### src/rtl/pc_update_unit_pkg.sv
// ============================================================================
// Module   : pc_update_unit_pkg
// Brief    : Shared CPU definitions for the fetch-side PC update logic.
// Revision : 1.0
// ============================================================================
`default_nettype none

package pc_update_unit_pkg;

    localparam logic [1:0] c_ST_RUN   = 2'd0;
    localparam logic [1:0] c_ST_WAIT  = 2'd1;
    localparam logic [1:0] c_ST_HALT  = 2'd2;
    localparam logic [1:0] c_ST_FAULT = 2'd3;

    localparam logic [1:0] c_PCSRC_SEQ    = 2'b00;
    localparam logic [1:0] c_PCSRC_BRANCH = 2'b01;
    localparam logic [1:0] c_PCSRC_JUMP   = 2'b10;
    localparam logic [1:0] c_PCSRC_REG    = 2'b11;

endpackage

`default_nettype wire

### src/rtl/pc_next_mux.sv
// ============================================================================
// Module   : pc_next_mux
// Brief    : Combinational next-PC selector; an untaken branch falls through.
// Revision : 1.0
// ============================================================================
`default_nettype none

module pc_next_mux
    import pc_update_unit_pkg::*;
(
    input  logic [31:0] PCPlus4,
    input  logic [31:0] branchPC,
    input  logic [31:0] jmpPC,
    input  logic [31:0] regPC,
    input  logic [1:0]  PCSrc,
    input  logic        branchTaken,
    output logic [31:0] nextPC
);

    always_comb begin
        nextPC = PCPlus4;
        case (PCSrc)
            c_PCSRC_SEQ:    nextPC = PCPlus4;
            c_PCSRC_BRANCH: nextPC = branchTaken ? branchPC : PCPlus4;
            c_PCSRC_JUMP:   nextPC = jmpPC;
            c_PCSRC_REG:    nextPC = regPC;
            default:        nextPC = PCPlus4;
        endcase
    end

endmodule

`default_nettype wire

### src/rtl/pc_update_unit.sv
// ============================================================================
// Module   : pc_update_unit
// Brief    : PC register plus RUN/WAIT/HALT/FAULT fetch control FSM.
// Revision : 1.0
// ============================================================================
`default_nettype none

module pc_update_unit
    import pc_update_unit_pkg::*;
#(
    parameter logic [31:0] RESET_PC = 32'h0000_0000
) (
    input  logic        CLK,
    input  logic        RST,
    input  logic [31:0] PCPlus4,
    input  logic [31:0] branchPC,
    input  logic [31:0] jmpPC,
    input  logic [31:0] regPC,
    input  logic [1:0]  PCSrc,
    input  logic        branchTaken,
    input  logic        PCWrite,
    input  logic        halt,
    input  logic        imemReady,
    output logic [31:0] curPC,
    output logic        fetchValid,
    output logic        halted,
    output logic        misaligned
);

    logic [1:0]  r_state;
    logic [1:0]  w_state_next;
    logic [31:0] r_pc;
    logic [31:0] w_pc_next;
    logic [31:0] w_target;

    pc_next_mux u_next_mux (
        .PCPlus4     (PCPlus4),
        .branchPC    (branchPC),
        .jmpPC       (jmpPC),
        .regPC       (regPC),
        .PCSrc       (PCSrc),
        .branchTaken (branchTaken),
        .nextPC      (w_target)
    );

    always_ff @(posedge CLK) begin
        if (!RST) begin
            r_state <= c_ST_RUN;
            r_pc    <= RESET_PC;
        end else begin
            r_state <= w_state_next;
            r_pc    <= w_pc_next;
        end
    end

    // Priority: halt, then stall, then memory back-pressure, then alignment.
    always_comb begin
        w_state_next = r_state;
        w_pc_next    = r_pc;
        case (r_state)
            c_ST_RUN, c_ST_WAIT: begin
                if (halt) begin
                    w_state_next = c_ST_HALT;
                end else if (!PCWrite) begin
                    w_state_next = r_state;
                end else if (!imemReady) begin
                    w_state_next = c_ST_WAIT;
                end else if (w_target[1:0] != 2'b00) begin
                    w_state_next = c_ST_FAULT;
                end else begin
                    w_state_next = c_ST_RUN;
                    w_pc_next    = w_target;
                end
            end
            default: begin
                w_state_next = r_state;
            end
        endcase
    end

    assign curPC      = r_pc;
    assign fetchValid = (r_state == c_ST_RUN) || (r_state == c_ST_WAIT);
    assign halted     = (r_state == c_ST_HALT);
    assign misaligned = (r_state == c_ST_FAULT);

endmodule

`default_nettype wire

### config.mk
export PLATFORM = sky130hd
export DESIGN_NAME = pc_update_unit
export DESIGN_NICKNAME = d
export VERILOG_FILES = /design/src/rtl/pc_update_unit_pkg.sv /design/src/rtl/pc_next_mux.sv /design/src/rtl/pc_update_unit.sv
export SDC_FILE = /design/constraint.sdc
export NUM_CORES = 1
export LEC_CHECK = 0
export CAP_MARGIN = 5
export CORE_ASPECT_RATIO = 0.9
export CORE_MARGIN = 3
export CORE_UTILIZATION = 38
export DETAILED_ROUTE_END_ITERATION = 8
export HOLD_SLACK_MARGIN = 0.02
export MAX_ROUTING_LAYER = met4
export PLACE_DENSITY = 0.92
export SYNTH_ARGS = -nofsm -noshare
export SYNTH_HDL_FRONTEND = slang
export SYNTH_SLANG_ARGS = --single-unit
### constraint.sdc
create_clock -name CLK -period 2.8 [get_ports CLK]
set_clock_uncertainty 0.2 [all_clocks]
set_input_delay 0.42 -clock CLK [delete_from_list [all_inputs] [get_ports CLK]]
set_output_delay 0.42 -clock CLK [all_outputs]
set_load 0.02 [all_outputs]
==> metrics.md <==
| Metric | Value |
|---|---|
| Reg clk slew, reported paths | `0.06 ns` |
| HP Class | `reg2reg` |
| Maximum root-to-sink buffer count | `2` |
| WHS Path Cells | `2` |
| Cell-internal power | `0.000939 W` |
| Hold WS | `0.259 ns` |
| Vias | `3407` |
| Max Cap Violations | `0` |
| Comb pwr share | `0.369` |
| # H-tree levels | `2` |
| First-pass GRT wire length | `15.7 mm` |
| Starting DRT DRC Count | `126` |
| Sw Share | `0.280` |
| Synth area leaders | `dfxtp_1 (25%), mux2i_1 (21%), o2111ai_1 (9.1%)` |
| Required @ worst endpoint | `2.79 ns` |
| Vias per inst | `5.60` |
| Worst setup path class | `in2reg` |
| Run status | `finished clean` |
| Arrival @ worst endpoint | `2.33 ns` |
| Worst-path cell chain | `clkdlybuf4s50_1 > a211oi_2 > a311oi_1 > a211o_2 > mux2i_1` |
| Core region area | `6830 um^2` |
| CTS Hold Buffers Added | `0` |
| Post-CTS Resized | `0` |
| Final Critical Period | `2.33 ns` |
| Most frequent cells in the layout | `clkdlybuf4s50_1 (166), nand2_1 (60), mux2i_1 (59), nor2_1 (34), dfxtp_1 (34)` |
| Max-slew violation count | `0` |
| Initial Util | `0.406` |
| Sequential element share of the synthesized area | `0.245` |
| Fin. Hold Viols | `0` |
| Tcrit/Tclk final | `0.833` |
| Setup Fix Bufs, Post-CTS | `0` |
| RSZ-0062 raised after global routing | `false` |
| Yosys warns | `0` |
| Pwr dens | `289 nW/um^2` |
| Share of cells above drive strength 1 | `0.0445` |
| DRC Markers | `0` |
| Worst path slowest cell | `a211o_2` |
| Pre-antenna DRT Iters | `4` |
| Io pins | `171` |
| Syn_area_per_cell | `7.50 um^2` |
| Crit. End Element | `register` |
| Vias in the first global route | `3454` |
| Setup TNS Final | `0 ns` |
| Detailed Route WL | `9.95 mm` |
| Initial antenna violation count | `1` |
| CTS Sinks | `34` |
| Syn Inst Count | `370` |
| Slew HR | `0.404` |
| Critical path peak fanout | `32` |
| Gr ovfl total | `0` |
| Netlist Area Pre-Place | `2780 um^2` |
| Largest net degree at the start of global routing | `63` |
| NumNets Final | `653` |
| Worst r2r path cells | `4` |
| Site row count | `28` |
| Global router's overall resource usage | `0.239` |
| Flops & latches, synth | `34` |
| FFs w/ async S/R, synth | `0` |
| Post-synth EDFFs | `0` |
| Top FF cell, synth | `dfxtp_1` |
| Routed length per instance | `16.4 um` |
| Dpl hpwl | `7.54 mm` |
| Worst VDD drop | `0.162 mV` |
| Die width | `96.1 um` |
| Die Height | `87.1 um` |
| Routability cong. | `0.854` |
| Worst-Margin Slew | `0.894 ns` |
| Cts bufs inserted | `5` |
| Final ANT Viol Nets | `0` |
| Synth Net Count | `506` |
| Netlist cell types | `31` |
| Die ar. | `8370 um^2` |
| DP Cell Count | `600` |
| Endpoints failing setup | `0` |
| Fmax | `429 MHz` |
| Clock share of power | `0.248` |
| Sw power | `0.000365 W` |
| Sequential Power Share | `0.382` |
| Commonest non-fill, non-tap cell in the layout | `clkdlybuf4s50_1` |
| Final std cells w/o fill | `608` |
| PortBufs | `170` |
| CTS tree | `yes` |
| Final core occ | `0.662` |
| Lkg Pwr | `1.84 nW` |
| WP buf/inv | `1` |
| Area grow syn2layout | `62.8%` |
| Worst Setup Start Kind | `input pin` |
| Delay-heaviest family, CP | `compound AO/OA/AOI/OAI gates` |
| Worst-Skew Late Latency | `0.28 ns` |
| Share of the synthesized area in the top cell type | `0.245` |
| Leading area contributor after synthesis | `dfxtp_1` |
| Root Buffer Master | `clkbuf_8` |
| Crit path largest cell delay | `0.76 ns` |
| Crit. path cell count | `5` |
-- Yosys cell counts (all sizes together) (2+ instances only) --
cell type  number
nand2          60
mux2i          59
dfxtp          34
nor2           34
a21oi          31
nand3          31
o2111ai        29
o211ai         29
clkbuf         24
buf            17
o21ai           3
a211o           2
a211oi          2
and3            2
inv             2
-- flip-flops by register name (all words and copies together), names as in the netlist --
register / flops
curPC: 32
r_state: 2
-- final timing paths --
check / slack (ns) / from / endpoint
worst max-delay path: 0.47 / PCPlus4[1] / curPC[7]
worst min-delay path: 0.26 / curPC[19] / curPC[19]
worst max register to register: 0.95 / r_state[1] / curPC[0]
worst min register to register: 0.26 / curPC[19] / curPC[19]
-- cell type report --
type / instances / area [um^2]
Tap cell: 90 / 113
Clock buffer: 7 / 76.3
Sequential cell: 34 / 681
Timing Repair Buffer: 181 / 1770
Inverter: 2 / 7.51
Fill cell: 554 / 2310
Antenna cell: 1 / 2.50
Multi-Input combinational cell: 293 / 1870
-- metrics by stage --
stage               setup slack (ns)  cell area, um^2  power (W)
finish                         0.469             4520    0.00130
global route                   0.311             4520    0.00139
CTS                            0.467             4520    0.00132
detailed placement             0.166             4440   0.000989
global placement               0.267             4440   0.000973
floorplan                       1.02             2780   0.000729
-- power groups by stage --
stage | clock (W) | combinational (W) | sequential [W]
2_1_floorplan | 0 | 0.000211 | 0.000518
3_3_place_gp | 0 | 0.000464 | 0.000509
3_5_place_dp | 0 | 0.000480 | 0.000509
4_1_cts | 0.000337 | 0.000482 | 0.000499
5_1_grt | 0.000363 | 0.000524 | 0.000500
6_report | 0.000324 | 0.000482 | 0.000499
-- kinds of logic after synthesis --
kind of cell           after synthesis  synth area share
buffers and inverters               43            0.0802
AOI/OAI and AO/OA                  102             0.263
muxes                               59             0.213
DFF                                 34             0.245
and+or+nand+nor                    132             0.199
-- worst min-delay path, stage by stage, from the launching register on --
cell and delay, ns:
dfxtp_1 0.30, nand2_1 0.05, mux2i_1 0.05
-- layer usage --
layer	track usage	routed length [um]	vias to the layer above
met1	0.255	3840	1605
met5	-	0	-
li1	-	-	1667
met4	0.0736	72	0
met3	0.0657	966	7
met2	0.428	5080	128
Note: power is estimated with default switching activity, not from simulation.
